File: config.mk
export PLATFORM = sky130hd
export DESIGN_NAME = burst_bus_arbiter
export DESIGN_NICKNAME = d
export VERILOG_FILES = /design/src/rtl/burst_bus_arbiter.sv
export SDC_FILE = /design/constraint.sdc
export NUM_CORES = 1
export LEC_CHECK = 0
export ABC_AREA = 1
export BUFFER_PORTS_ARGS = -buffer_cell sky130_fd_sc_hd__buf_2
export CAP_MARGIN = 20
export CORE_AREA = 2 2 161 163
export DETAILED_ROUTE_END_ITERATION = 16
export DIE_AREA = 0 0 163 165
export SYNTH_ARGS = -nofsm -noshare
export SYNTH_HDL_FRONTEND = slang
export SYNTH_SLANG_ARGS = --single-unit
export TNS_END_PERCENT = 100
File: constraint.sdc
create_clock -name clk -period 1.6 [get_ports clk]
set_clock_uncertainty 0.15 [all_clocks]
set_input_delay 0.48 -clock clk [delete_from_list [all_inputs] [get_ports clk]]
set_output_delay 0.48 -clock clk [all_outputs]
set_load 0.005 [all_outputs]
File: src/rtl/burst_bus_arbiter.sv
// burst_bus_arbiter: shares one SDRAM burst port between the video line reader
// (read-only, high priority) and the CPU/blitter port (read/write, low priority,
// starvation-protected). Whole bursts are serialised. Read beats are steered to
// the burst owner, and CPU write beats are passed through while a write burst runs.
module burst_bus_arbiter #(
  parameter int ADDR_W       = 21,
  parameter int DATA_W       = 64,
  parameter int BURST_LEN    = 4,
  parameter int STARVE_LIMIT = 8
) (
  input  logic                clk,
  input  logic                rst_n,
  input  logic                v_cmd_en,
  input  logic [ADDR_W-1:0]   v_addr,
  output logic                v_ack,
  output logic                v_rd_data_valid,
  output logic [DATA_W-1:0]   v_rd_data,
  input  logic                c_cmd_en,
  input  logic                c_cmd,
  input  logic [ADDR_W-1:0]   c_addr,
  input  logic [DATA_W-1:0]   c_wr_data,
  input  logic [DATA_W/8-1:0] c_data_mask,
  output logic                c_ack,
  output logic                c_wr_data_req,
  output logic                c_rd_data_valid,
  output logic [DATA_W-1:0]   c_rd_data,
  output logic                m_cmd_en,
  output logic                m_cmd,
  output logic [ADDR_W-1:0]   m_addr,
  output logic [DATA_W-1:0]   m_wr_data,
  output logic [DATA_W/8-1:0] m_data_mask,
  input  logic                m_busy,
  input  logic                m_rd_data_valid,
  input  logic [DATA_W-1:0]   m_rd_data,
  output logic                err_stray
);

  localparam int CNT_W = (BURST_LEN > 1) ? $clog2(BURST_LEN) : 1;
  localparam int SC_W  = $clog2(STARVE_LIMIT + 1);
  localparam logic [CNT_W-1:0] LAST_BEAT  = CNT_W'(BURST_LEN - 1);
  localparam logic [SC_W-1:0]  STARVE_MAX = SC_W'(STARVE_LIMIT);

  typedef enum logic [1:0] {IDLE, ISSUE, READ_WAIT, WRITE_DATA} state_t;

  state_t              state_q, state_d;
  logic                owner_q, owner_d;   // 1 = CPU owns the current burst
  logic                cmd_q, cmd_d;       // 1 = write
  logic [ADDR_W-1:0]   addr_q, addr_d;
  logic [CNT_W-1:0]    beat_q, beat_d;
  logic [SC_W-1:0]     starve_q, starve_d;
  logic                err_q, err_d;

  // State and latched-command registers; async reset returns everything to IDLE/0.
  always_ff @(posedge clk or negedge rst_n) begin
    if (!rst_n) begin
      state_q  <= IDLE;
      owner_q  <= 1'b0;
      cmd_q    <= 1'b0;
      addr_q   <= '0;
      beat_q   <= '0;
      starve_q <= '0;
      err_q    <= 1'b0;
    end else begin
      state_q  <= state_d;
      owner_q  <= owner_d;
      cmd_q    <= cmd_d;
      addr_q   <= addr_d;
      beat_q   <= beat_d;
      starve_q <= starve_d;
      err_q    <= err_d;
    end
  end

  // Next-state, arbitration and all outputs; every output is 0 unless its state drives it.
  always_comb begin
    state_d         = state_q;
    owner_d         = owner_q;
    cmd_d           = cmd_q;
    addr_d          = addr_q;
    beat_d          = beat_q;
    starve_d        = starve_q;
    err_d           = err_q;
    v_ack           = 1'b0;
    c_ack           = 1'b0;
    v_rd_data_valid = 1'b0;
    c_rd_data_valid = 1'b0;
    v_rd_data       = '0;
    c_rd_data       = '0;
    c_wr_data_req   = 1'b0;
    m_cmd_en        = 1'b0;
    m_cmd           = 1'b0;
    m_addr          = '0;
    m_wr_data       = '0;
    m_data_mask     = '0;

    case (state_q)
      IDLE: begin
        if (!c_cmd_en) starve_d = '0;
        if (v_cmd_en || c_cmd_en) begin
          // CPU wins when alone, or when video has had its full run of grants.
          if (c_cmd_en && (!v_cmd_en || starve_q == STARVE_MAX)) begin
            owner_d = 1'b1;
            cmd_d   = c_cmd;
            addr_d  = c_addr;
          end else begin
            owner_d = 1'b0;
            cmd_d   = 1'b0;
            addr_d  = v_addr;
          end
          state_d = ISSUE;
        end
      end
      ISSUE: begin
        m_cmd    = cmd_q;
        m_addr   = addr_q;
        m_cmd_en = !m_busy;
        if (!m_busy) begin
          beat_d = '0;
          if (owner_q) begin
            c_ack    = 1'b1;
            starve_d = '0;
          end else begin
            v_ack = 1'b1;
            if (c_cmd_en && starve_q != STARVE_MAX) starve_d = starve_q + SC_W'(1);
          end
          state_d = cmd_q ? WRITE_DATA : READ_WAIT;
        end
      end
      READ_WAIT: begin
        if (m_rd_data_valid) begin
          // Data lines are zeroed for the non-owner so idle outputs stay quiet.
          if (owner_q) begin
            c_rd_data_valid = 1'b1;
            c_rd_data       = m_rd_data;
          end else begin
            v_rd_data_valid = 1'b1;
            v_rd_data       = m_rd_data;
          end
          beat_d = beat_q + CNT_W'(1);
          if (beat_q == LAST_BEAT) begin
            beat_d  = '0;
            state_d = IDLE;
          end
        end
      end
      WRITE_DATA: begin
        // One beat per cycle; the controller is committed once the command is accepted.
        c_wr_data_req = 1'b1;
        m_wr_data     = c_wr_data;
        m_data_mask   = c_data_mask;
        beat_d        = beat_q + CNT_W'(1);
        if (beat_q == LAST_BEAT) begin
          beat_d  = '0;
          state_d = IDLE;
        end
      end
      default: state_d = IDLE;
    endcase

    if (m_rd_data_valid && state_q != READ_WAIT) err_d = 1'b1;
    err_stray = err_q;
  end

endmodule

## After elaboration in Yosys (flattened, before gate mapping)

Cells that the tools add are included.

| storage, ports and cells | value |
|---|---|
| register bits after elaboration | 32 |
| input port bits | 185 |
| output and inout port bits | 229 |
| word-level logic and storage cells | 75 |

| cells by class | value |
|---|---|
| $add $sub $neg | 2 |
| eq/ne operators | 12 |
| multiplexer cells | 40 |
| reduce and logical (&&, ||, !) cells | 14 |

Operators by type and width:

| operator | number |
|---|---|
| two-way mux 64 bit | 7 |
| two-way mux 21 bit | 2 |
| two-way mux 1 bit | 16 |
| two-way mux 4 bit | 4 |
| two-way mux 2 bit | 7 |
| != test 2 bit (second input constant) | 5 |
| two-way mux 8 bit | 1 |
| case mux 2 bit (4 select lines) | 1 |
| case mux 4 bit (2 select lines) | 1 |
| equality test 2 bit (second input constant) | 3 |
| case mux 2 bit (3 select lines) | 1 |
| AND reduction 3 bit | 2 |
| adder 4 x 1 -> 4 bit (second input constant) | 1 |
| equality test 4 bit (second input constant) | 1 |
| != test 4 bit (second input constant) | 1 |
| AND reduction 4 bit | 1 |
| logical AND 1 bit | 3 |
| != test 3 bit (second input constant) | 1 |
| nonzero test 3 bit | 1 |
| adder 2 x 1 -> 2 bit (second input constant) | 1 |
| equality test 2 x 1 -> 1 bit (second input constant) | 1 |
| zero test 1 bit | 2 |
| zero test 2 bit | 1 |
| logical OR 1 bit | 2 |
| 2 further kinds | 2 |

## Longest topological paths before layout

| logic depth | value |
|---|---|
| depth after elaboration | 6 |
| depth in mapped cells | 9 |
| mapped depth without buffers | 8 |

## Least setup slack after synthesis

No wires, ideal clock.

| path | value |
|---|---|
| path type | flip-flop to output port |
| from | reg state_q[0] |
| to | out v_rd_data[0] |
| data arrival time | 1.080 ns |
| required time | 0.970 ns |
| path slack | -0.110 ns |
| cell stages (with the launch flop) | 7 |
| path through | dfrtp_1 -> buf_6 -> nor2_8 -> nand3_2 -> buf_4 -> buf_6 -> nor2_1 |

| on the way | value |
|---|---|
| word-level cells in the longest chain between the ends | 2 |

Ends and longest elaborated chain:

| what | RTL line | text |
|---|---|---|
| start, declared | 45 | `state_t state_q, state_d;` |
| start signal, assigned | 64 | `state_q <= state_d;` |
| equality test 2 bit | 96 | `case (state_q)` |
| two-way mux 64 bit | 96 |  |
| end, declared | 17 | `output logic [DATA_W-1:0] v_rd_data,` |

Every way passes these cells.

## Final worst setup path

| path | value |
|---|---|
| from | reg state_q[0] |
| to | out m_addr[1] |

| on the way | value |
|---|---|
| word-level cells in the longest chain between the ends | 2 |

Ends and longest elaborated chain:

| what | RTL line | text |
|---|---|---|
| equality test 2 x 1 -> 1 bit | 96 |  |
| two-way mux 21 bit | 96 |  |
| end, declared | 29 | `output logic [ADDR_W-1:0] m_addr,` |

Every way passes these cells.

==> results.md <==
- Layout fillers: 2709
- Htree depth: 2
- Placed cells: 1434
- Final Non-Filler Cells: 1460
- Critical Path AT: 1.54 ns
- Cell Area, Placed: 6544 µm²
- GRT Util Overall: 12.23%
- Initial core utilization: 14.17%
- First-pass GRT wire length: 25930 µm
- Drt pass-1 iters: 4
- Setup Viol. Count Final: 251
- Routed WL: 18840 µm
- Total power density per cell area: 984.8 nW/µm²
- Via count: 5388
- CTS Hold Buffers Added: 0
- Failing checks: negative setup slack
- Switching part of the total power: 42.87%
- Status: complete, but fails checks
- Fin. Hold Viols: 0
- Power Total: 7.534 mW
- CP Max Fanout: 7
- Gp weighted congestion: 0.8000
- Die ar.: 26900 µm²
- Post-route setup slack: -0.5748 ns
- Worst-path clk slew: 0.06 ns
- Ys Warns: 0
- Post-synthesis sequential area ratio: 22.57%
- RSZ-0062 raised after global routing: yes
- Sequential Power Share: 18.2%
- Total grt overflow: 0
- Switching pwr: 3.230 mW
- Asr flop ratio synth: 100.0%
- Top Family by Delay on Critical Path: buffers and inverters
- Max Root-Sink Buffers: 2
- Leak pwr: 5.011 nW
- Initial antenna violation count: 1
- Worst slew margin: 79.14%
- Largest stage delay on the critical path: 0.44 ns
- Most frequent cells in the layout: 398 x buf_2, 210 x inv_1, 88 x nor2_1
- EDFF count, synth: 0
- Die height: 165 µm
- Min cycle time layout: 2.175 ns
- Worst path bufs/invs: 4
- Synth Flop Type: dfrtp_1
- DP HPWL: 15090 µm
- Critical path endpoint category: output pin
- Port Buf Inserts: 413
- F_max: 0.4598 GHz
- Core Area: 25040 µm²
- R2r worst-path depth: 7
- Die width: 163 µm
- Flop-to-flop setup slack: -0.04 ns
- Synthesized Nets: 865
- Maxcap violations: 0
- DR iter-0 viols: 198
- Antenna cells: 0
- Multi-input gate area: 2379 µm²
- Mapped Area: 3548 µm²
- Clk sinks: 32
- WL per Instance: 12.91 µm
- Register Area: 802.0 µm²
- I/O pin cnt: 414
- Synthesized netlist cell count: 677
- Slowest-stage cell, CP: dfrtp_2
- Clk pwr share: 12.1%
- Cells along the critical path: buf_4, buf_6, nand2_8, bufbuf_16, nor2_1, buf_2
- Peak VDD IR: 0.0005910 V
- Worst-Skew Late Latency: 0.28 ns
- Commonest non-fill, non-tap cell in the layout: buf_2
- Syn avg cell area: 5.241 µm²
- Finished layout cell area: 7651 µm²
- Worst hold path class: primary input to asynchronous set/reset pin
- Vias per cell: 3.690
- Fin nets: 1318
- Final Util: 30.56%
- Root Buffer: clkbuf_16
- Antenna-violating nets left: 0
- CTS tree: built
- Gate power share: 69.7%
- Register bit total from synthesis: 32
- Area Overhead vs Synth: 115.6%
- Period utilization: 135.9%
- Number of global-route vias before repair: 4885
- Post-synthesis cell type count: 26
- Worst-margin pin slew: 0.3118 ns
- Largest net degree at the start of global routing: 33
- Residual DRC: 0
- Worst path required time: 0.97 ns
- Share of cells above drive strength 1: 57.52%
- Pins Over Slew Limit: 0
- Cell Rows: 58
- CP Class: flop to output pin
- TritonCTS Buffers: 5
- Startpoint class of the critical path: flop
- Levels on crit path: 6
- P_int: 4.305 mW
==> cell families (layout without fill, tap and decap cells) <==
| group | Yosys count | count (layout) | share of synthesized area, % |
|---|---|---|---|
| AND/OR/NAND/NOR | 380 | 380 | 44.46 |
| buffers and inverters | 252 | 705 | 30.32 |
| flip-flops | 32 | 32 | 22.57 |
| AO/OA/AOI/OAI | 9 | 9 | 1.340 |
| adder cells (fa/ha/maj) | 3 | 3 | 1.058 |
| XOR/XNOR | 1 | 1 | 0.2469 |
==> routing by layer <==
metal	part of all wire, %	global-route usage (%)
met1	40	14.68
met3	6.5	2.084
met2	52	22.71
met5	0.069	0
met4	2.2	2.695
==> cell type report <==
class / instances / share of cell area [%]
clock buffer: 6 / 1.684
multi-input combinational: 393 / 31.09
clock inverter: 1 / 0.06541
tap: 330 / 5.397
sequential: 32 / 10.48
inverter: 216 / 10.73
timing repair buffer: 482 / 40.56
==> through the flow <==
step           hold WS (ns)  setup slack (ns)  TNS (ns)
2_1_floorplan       0.03441          -0.08557    -8.366
3_3_place_gp         0.3026           -0.2988    -43.26
3_5_place_dp         0.3004           -0.3248    -45.91
4_1_cts            0.003119           -0.5799   -113.76
5_1_grt             0.01835           -0.6363   -128.31
6_report           0.003387           -0.5748   -111.05
==> state kept, by name (all words and copies together) (netlist names) <==
| name | flops |
|---|---|
| starve_q | 4 |
| state_q | 2 |
| err_stray | 1 |
| owner_q | 1 |
| addr_q | 21 |
| beat_q | 2 |
| cmd_q | 1 |
==> final timing paths <==
path                             from         end
min in group clk                c_cmd       cmd_q
hold / removal                  rst_n  addr_q[18]
setup reg to reg           state_q[1]  addr_q[13]
max in group asynchronous       rst_n  state_q[0]
hold reg to reg            addr_q[20]  addr_q[20]
setup / recovery           state_q[0]   m_addr[1]
==> Yosys cell counts (2+ instances only) <==
cell type,instances,share of area [%]
buf_2,18,2.5
buf_4,4,0.85
buf_6,12,3.8
clkbuf_1,2,0.21
dfrtp_1,32,23
ha_1,3,1.1
inv_1,211,22
inv_2,4,0.42
nand2_1,90,9.5
nand2_2,2,0.35
nand3_1,45,6.3
nand3_2,2,0.56
nand4_1,6,1.1
nor2_1,221,23
nor2_2,9,1.6
o21ai_0,4,0.56
o21ai_1,3,0.42
==> power groups by stage <==
stage | Clock (mW) | Combinational (mW) | Sequential [mW]
2_1_floorplan | 0 | 2.06 | 1.33
3_3_place_gp | 0 | 4.08 | 1.37
3_5_place_dp | 0 | 4.11 | 1.38
4_1_cts | 0.936 | 4.75 | 1.37
5_1_grt | 0.971 | 5.75 | 1.42
6_report | 0.908 | 5.25 | 1.37
==> repair_timing <==
item / CTS / global route
pin swaps: 2 / 5
gates cloned: 4 / 5
resized for setup: 59 / 114
endpoints found under the setup margin: 254 / 258
hold endpoints to repair: 0 / 0
buffers inserted: 9 / 3
Power figures use the tool's default switching activity.
